<file path="src/rtl/conversor_periodo_bcd.sv">
// -----------------------------------------------------------------------------
// conversor_periodo_bcd
//
// Captures a binary millisecond period from the period counter and converts
// it to packed BCD for a display driver. It uses a sequential shift-add-3
// (double-dabble) engine that processes one input bit per cycle. Values that
// do not fit in DIGITS decimal digits saturate to all nines and set overflow.
//
// Handshake: a sample is accepted on any rising edge where in_valid=1 and
// ready=1. ready is high only in IDLE, and busy is its exact complement.
// If in_valid arrives while busy, the sample is discarded and drop pulses for
// one cycle. out_valid pulses for one cycle when bcd/digit_en/overflow update.
// Those three outputs hold their value until the next update or until reset.
//
// Ports:
//   clk           rising-edge clock
//   rst           asynchronous active-high reset
//   in_valid      capture strobe (counter done)
//   in_periodo_ms period in ms, sampled when in_valid & ready
//   ready         idle, able to accept in_valid
//   busy          conversion in progress (~ready)
//   out_valid     one-cycle result strobe
//   bcd           packed BCD result, digit 0 in bits [3:0]
//   digit_en      significant-digit mask, bit 0 always 1
//   overflow      last captured value exceeded 10^DIGITS-1
//   drop          one-cycle pulse when a sample was discarded
// -----------------------------------------------------------------------------
module conversor_periodo_bcd #(
  parameter int WIDTH  = 32,
  parameter int DIGITS = 6
) (
  input  logic                  clk,
  input  logic                  rst,
  input  logic                  in_valid,
  input  logic [WIDTH-1:0]      in_periodo_ms,
  output logic                  ready,
  output logic                  busy,
  output logic                  out_valid,
  output logic [4*DIGITS-1:0]   bcd,
  output logic [DIGITS-1:0]     digit_en,
  output logic                  overflow,
  output logic                  drop
);

  localparam int ACC_W = 4 * DIGITS;
  localparam int CNT_W = $clog2(WIDTH + 1);
  localparam logic [WIDTH-1:0] MAX_VAL   = WIDTH'(10 ** DIGITS - 1);
  localparam logic [CNT_W-1:0] LAST_ITER = CNT_W'(WIDTH - 1);

  typedef enum logic [1:0] {
    IDLE   = 2'd0,
    SHIFT  = 2'd1,
    FINISH = 2'd2
  } state_t;

  state_t             state;
  logic [WIDTH-1:0]   bin_sr;
  logic [ACC_W-1:0]   acc;
  logic [CNT_W-1:0]   iter;
  logic               pending_ovf;

  logic [ACC_W-1:0]   acc_adj;
  logic [DIGITS-1:0]  en_calc;
  logic [3:0]         digit;
  logic               seen;

  assign ready = (state == IDLE);
  assign busy  = ~ready;

  // Add-3 correction: each digit is adjusted independently, with no carry
  // between digits.
  always_comb begin
    acc_adj = '0;
    digit   = '0;
    for (int k = 0; k < DIGITS; k++) begin
      digit = acc[4*k +: 4];
      acc_adj[4*k +: 4] = (digit >= 4'd5) ? digit + 4'd3 : digit;
    end
  end

  // A digit is significant if it or any higher digit is nonzero. The units
  // digit is always shown, so that zero displays as "0".
  always_comb begin
    en_calc = '0;
    seen    = 1'b0;
    for (int k = DIGITS - 1; k >= 0; k--) begin
      seen       = seen | (acc[4*k +: 4] != 4'd0);
      en_calc[k] = seen;
    end
    en_calc[0] = 1'b1;
  end

  always_ff @(posedge clk or posedge rst) begin
    if (rst) begin
      state       <= IDLE;
      bin_sr      <= '0;
      acc         <= '0;
      iter        <= '0;
      pending_ovf <= 1'b0;
      out_valid   <= 1'b0;
      drop        <= 1'b0;
      bcd         <= '0;
      digit_en    <= DIGITS'(1);
      overflow    <= 1'b0;
    end else begin
      out_valid <= 1'b0;
      drop      <= 1'b0;
      case (state)
        IDLE: begin
          if (in_valid) begin
            if (in_periodo_ms > MAX_VAL) begin
              bin_sr      <= MAX_VAL;
              pending_ovf <= 1'b1;
            end else begin
              bin_sr      <= in_periodo_ms;
              pending_ovf <= 1'b0;
            end
            acc   <= '0;
            iter  <= '0;
            state <= SHIFT;
          end
        end
        SHIFT: begin
          // The clamp keeps the result below 10^DIGITS, so the accumulator
          // MSB is always zero before the shift and no bit is lost.
          acc    <= {acc_adj[ACC_W-2:0], bin_sr[WIDTH-1]};
          bin_sr <= {bin_sr[WIDTH-2:0], 1'b0};
          iter   <= iter + CNT_W'(1);
          if (iter == LAST_ITER) state <= FINISH;
          if (in_valid) drop <= 1'b1;
        end
        FINISH: begin
          bcd       <= acc;
          overflow  <= pending_ovf;
          digit_en  <= en_calc;
          out_valid <= 1'b1;
          state     <= IDLE;
          if (in_valid) drop <= 1'b1;
        end
        default: state <= IDLE;
      endcase
    end
  end

endmodule

</file>
<file path="config.mk">
export PLATFORM = sky130hd
export DESIGN_NAME = conversor_periodo_bcd
export DESIGN_NICKNAME = d
export VERILOG_FILES = /design/src/rtl/conversor_periodo_bcd.sv
export SDC_FILE = /design/constraint.sdc
export NUM_CORES = 1
export LEC_CHECK = 0
export CAP_MARGIN = 0
export CORE_MARGIN = 3
export CORE_UTILIZATION = 45
export DETAILED_ROUTE_END_ITERATION = 12
export PLACE_DENSITY = 0.69
export SETUP_SLACK_MARGIN = 0.1
export SYNTH_ARGS = -nofsm -noshare
export SYNTH_HDL_FRONTEND = slang
export SYNTH_SLANG_ARGS = --single-unit
</file>
<file path="constraint.sdc">
create_clock -name clk -period 3.8 [get_ports clk]
set_clock_uncertainty 0.1 [all_clocks]
set_input_delay 0.95 -clock clk [delete_from_list [all_inputs] [get_ports clk]]
set_output_delay 0.95 -clock clk [all_outputs]
set_load 0.005 [all_outputs]
</file>
# --- Word-level counts from Yosys, hierarchy flattened ---
# Cells that the tools add are included.
totals:
  ff_bits: 97
classes:
  n_mux: 20
  n_eq_ne: 5
  n_lt_le_gt_ge: 7
  add_sub_neg: 7
  reduce_logical: 11
  bitwise: 5
op_table:
  columns: ["operator", "n"]
  rows:
  - ["$mux 32", 2]
  - ["$pmux 32 s2", 1]
  - ["$pmux 24 s2", 1]
  - ["$gt 32x20->1 const B", 1]
  - ["$ge 4x3->1 const B", 6]
  - ["$mux 24", 1]
  - ["$add 4x2->4 const B", 5]
  - ["$mux 4", 5]
  - ["$reduce_bool 4->1", 5]
  - ["$pmux 6 s2", 1]
  - ["$add 6x1->6 const B", 1]
  - ["$eq 6x5->1 const B", 1]
  - ["$mux 6", 1]
  - ["$reduce_and 2->1", 3]
  - ["$mux 1", 4]
  - ["$mux 2", 2]
  - ["$ne 2x2->1 const B", 2]
  - ["$or 1x1->1", 4]
  - ["$pmux 2 s2", 1]
  - ["$add 3x2->3 const B", 1]
  - ["$mux 3", 1]
  - ["$eq 2x1->1 const B", 1]
  - ["$eq 2x2->1 const B", 1]
  - ["$logic_not 2->1", 1]
  - ["other kinds (3)", 3]

# --- Longest topological paths before layout ---
depth:
  ltp_word: 5
  depth_mapped: 8

# --- Least setup slack after synthesis ---
# Ideal clock, no wire load.
synth_path:
  path_kind: "input port to flip-flop"
  startpoint: "in in_periodo_ms[13]"
  endpoint: "reg bin_sr[1]"
  path_buffers: 0
  setup_ns: 0.125
  stages: 4
  t_arrival_ns: 2.057
  setup_slack_ns: 1.518
  required_time_ns: 3.575
  path_cell_list: "o41a_1 > o31a_4 > o32ai_1 > o21ai_1"
synth_via:
  elab_chain_len: 4
synth_rtl:
  columns: ["element", "line_no", "source"]
  rows:
  - ["start, declared", "35", "input logic [WIDTH-1:0] in_periodo_ms,"]
  - ["$gt 32x20->1", "111", "if (in_periodo_ms > MAX_VAL) begin"]
  - ["$mux 32", "111", null]
  - ["$mux 32", "110", "if (in_valid) begin"]
  - ["$pmux 32 s2", "108", "case (state)"]
  - ["end signal, assigned", "115", "bin_sr <= in_periodo_ms;"]
  - ["end signal, assigned", "127", "bin_sr <= {bin_sr[WIDTH-2:0], 1'b0};"]
  - ["end, declared", "57", "logic [WIDTH-1:0] bin_sr;"]
# No other way between the ends. The select of a mux whose other input is x is not followed.
# A chain may end at the register's enable or synchronous reset.

# --- Final worst setup path ---
layout_path:
  startpoint: "reg state[1]"
  endpoint: "reg acc[19]"
layout_via:
  elab_chain_len: 3
  elab_cells_between_ends: 6
  classes_between: "2 x eq/ne; 1 x mux; 3 x reduce/logical"
layout_rtl:
  columns: ["element", "line_no", "source"]
  rows:
  - ["start, declared", "56", "state_t state;"]
  - ["start signal, assigned", "95", "state <= IDLE;"]
  - ["start signal, assigned", "120", "state <= SHIFT;"]
  - ["start signal, assigned", "129", "if (iter == LAST_ITER) state <= FINISH;"]
  - ["$eq 2x1->1 or $logic_not 2->1 (tied branches)", "108", null]
  - ["$reduce_bool 2->1 (no line) or $ne 2x2->1 (tied branches)", null, null]
  - ["$reduce_and 2->1 (no line)", null, null]
  - ["end signal, assigned", "126", "acc <= {acc_adj[ACC_W-2:0], bin_sr[WIDTH-1]};"]
  - ["end, declared", "58", "logic [ACC_W-1:0] acc;"]
# Parallel ways exist; a longest one is shown, timed or not.

==> impl_metrics.toml <==
[clock_network]
cts_sinks = 97
cts_tree = "yes"
path_clk_slew_ns = 0.10
postCtsSetupBuffers = 0
ctsHoldBuffers = 0
clk_path_buf_depth = 2
post_cts_resized = 0
root_buffer = "clkbuf_8"
h-tree-depth = 3
clk_latency_ns = 0.35
cts-buffers-inserted = 9

[detailed_routing]
drc_errors = 0
viasPerCell = 5.39
wl_mm = 9.26
wl_per_cell_um = 15.2
drtIter0Drc = 102
dr.pass1.iters = 4
vias = 3280
ant_nets = 0

[critical_path]
end_kind = "flop"
r2r_end = "acc[19]"
r2r_setup_slack_ns = 0.92
crit_required_ns = 3.98
cp_cell_sequence = "inv_1 -> ha_1 -> nand2_1 -> o31ai_1 -> a32o_1"
worstSetupPathType = "flop to flop"
cp_top_family = "adder cells"
endpoint = "acc[19]"
startpoint_type = "flop"
crit_cells = 5
reg2reg_depth = 5
cp_max_fo = 26
cp-startpoint = "state[1]"
arrival_ns = 3.06
path_buf_inv = 1
critPathSlowestCell = "ha_1"
slowest_delay_ns = 0.81
r2r_start = "state[1]"

[floorplanning]
core_region_area_sq_um = 9820
die_h_um = 107
dieArea_sq_um = 11400
ios = 70
fp.dieW_um = 107
rows = 36
initial_utilization_pct = 46.5

[sta]
hold_viol = 0
slew_violations = 0
tightest_slew_ns = 0.993
final.period_utilization_pct = 75.8
fin_ws_ns = 0.919
relSlewSlack_pct = 33.8
hold_ws_ns = 0.374
tns_ns = 0
setup-violations-final = 0
min_period_ns = 2.88
rsz0062_at_grt = "false"
fmax_mhz = 347

[pwr]
swShare_pct = 37.8
seqPwrFrac_pct = 45.9
p_per_area_nw_per_um2 = 572
vdd_drop_max_mv = 0.233
combPwrFrac_pct = 34.6
cell_internal_pwr_mw = 1.97
clockPowerShare_pct = 19.5
p_sw_mw = 1.19
p_leak_nw = 2.47

[grt]
grt_max_degree = 43
antenna_found_initial = 0
grtUsageTotal_pct = 17.2
grt_pass1_vias = 3313
grt_pass1_wl_mm = 16.0
gr-total-overflow = 0

[synth]
synth.distinct_cells = 48
synth_area_per_cell_sq_um = 11.2
ys_ff_latch = 97
syn-cell-area_sq_um = 4560
synth.yosys.seq_area_share_pct = 53.2
syn_inst = 407
ys.warnings.count = 0
postSynthNetCount = 463

[place]
dp_hpwl_mm = 6.56
place_inst = 593
portBuffers = 68
place_ws_ns = 0.822
place_congestion = 0.802

[flow_run]
cap_viol_max_count = 0

[min_path]
hold_class = "flop to flop"

[cells_and_area]
final_core_util_pct = 56.3
diodes = 0
final_cells = 609
drive_gt1_share_pct = 11.6
fin_nets = 527
area_delta_synth_final_pct = 21.3

[status]
status = "complete, no violations"
-- through the flow --
| stage | cell area [sq um] | power [mW] |
|---|---|---|
| 2_1_floorplan | 4560 | 2.29 |
| 3_3_place_gp | 5350 | 2.53 |
| 3_5_place_dp | 5350 | 2.57 |
| 4_1_cts | 5530 | 3.19 |
| 5_1_grt | 5530 | 3.42 |
| 6_report | 5530 | 3.16 |
-- worst reg2reg max path, cell delays in order, from the launching register on --
cell and delay, ns:
dfrtp_1 0.41, inv_1 0.09, ha_1 0.81, nand2_1 0.74, o31ai_1 0.48, a32o_1 0.18
-- routing by layer --
layer  part of all wire (%)  track usage (%)
met4                    1.1             5.30
met2                     51             29.0
met5                      0                0
met3                    2.3             2.23
met1                     46             23.2
-- Yosys cell counts (all sizes together) --
cell type / number / share of area [%]
dfrtp: 97 / 53
nand2: 37 / 3.0
mux2: 27 / 6.7
nor2: 27 / 2.2
a21oi: 25 / 2.7
ha: 21 / 5.8
o21ai: 18 / 2.0
inv: 17 / 1.4
o22ai: 14 / 1.9
buf: 12 / 1.6
nand3: 12 / 1.3
clkbuf: 9 / 1.2
a22o: 8 / 1.5
nand2b: 8 / 1.1
o31ai: 8 / 1.6
a32oi: 7 / 1.3
o32ai: 7 / 1.3
xnor2: 7 / 1.3
a32o: 6 / 1.3
mux2i: 6 / 1.4
nor3b: 5 / 0.82
nand4: 4 / 0.69
xor2: 4 / 0.77
nor4: 3 / 0.41
a31oi: 2 / 0.27
and2: 2 / 0.27
and4: 2 / 0.41
a2111oi: 1 / 0.19
a21boi: 1 / 0.16
a21o: 1 / 0.16
and4bb: 1 / 0.27
conb: 1 / 0.082
nand3b: 1 / 0.16
nor3: 1 / 0.11
nor4b: 1 / 0.19
o21a: 1 / 0.16
o311a: 1 / 0.22
o31a: 1 / 0.38
o41a: 1 / 0.25
-- sequential cells by signal (all words and copies together) (netlist names) --
| register | cells |
|---|---|
| bin_sr | 32 |
| overflow | 1 |
| bcd | 24 |
| state | 2 |
| pending_ovf | 1 |
| iter | 6 |
| acc | 24 |
| drop | 1 |
| digit_en | 5 |
| out_valid | 1 |
-- layout make-up --
| class | count | area [sq um] |
|---|---|---|
| clock buffer | 11 | 141 |
| timing repair buffer | 74 | 738 |
| sequential | 97 | 2430 |
| tap | 133 | 166 |
| fill | 902 | 4290 |
| multi-input combinational | 272 | 1950 |
| clock inverter | 5 | 38.8 |
| inverter | 17 | 65.1 |
-- placed cells by master (no fill, tap or decap), drive strengths merged, types with 7 or more instances in the layout --
| master | instances |
|---|---|
| nor2 | 27 |
| o21ai | 18 |
| mux2 | 27 |
| clkdlybuf4s50 | 68 |
| xnor2 | 7 |
| inv | 17 |
| nand3 | 12 |
| dfrtp | 97 |
| nand2 | 37 |
| o31ai | 8 |
| a22o | 8 |
| a32oi | 7 |
| o32ai | 7 |
| nand2b | 8 |
| o22ai | 14 |
| ha | 21 |
| a21oi | 25 |
| clkbuf | 11 |
-- kinds of logic (layout without fill, tap and decap cells) --
kind of cell / Yosys count / in the layout / synth area share, %
buffers and inverters: 38 / 107 / 4.14
AND/OR/NAND/NOR: 104 / 104 / 11.0
AO/OA/AOI/OAI: 102 / 102 / 15.6
flip-flops: 97 / 97 / 53.2
adder cells (fa/ha/maj): 21 / 21 / 5.76
XOR/XNOR: 11 / 11 / 2.11
other: 1 / 1 / 0.0822
multiplexers: 33 / 33 / 8.06
-- power groups by stage --
stage	Combinational (mW)	Clock (mW)	Sequential, mW
3_3_place_gp	1.06	0	1.46
2_1_floorplan	0.876	0	1.41
3_5_place_dp	1.10	0	1.47
6_report	1.10	0.615	1.45
5_1_grt	1.25	0.683	1.49
4_1_cts	1.11	0.631	1.45
-- how the worst min path moves through the flow --
stage / start / to / slack [ns] / cells after the start
4_1_cts: bin_sr[22] / bin_sr[22] / 0.38 / 2
3_3_place_gp: bin_sr[0] / bin_sr[0] / 0.35 / 2
3_5_place_dp: bin_sr[22] / bin_sr[22] / 0.36 / 2
5_1_grt: bin_sr[20] / bin_sr[20] / 0.39 / 2
6_report: bin_sr[22] / bin_sr[22] / 0.37 / 2
2_1_floorplan: bin_sr[30] / bin_sr[30] / 0.34 / 2
No activity file was read; power rests on OpenSTA's default activity.
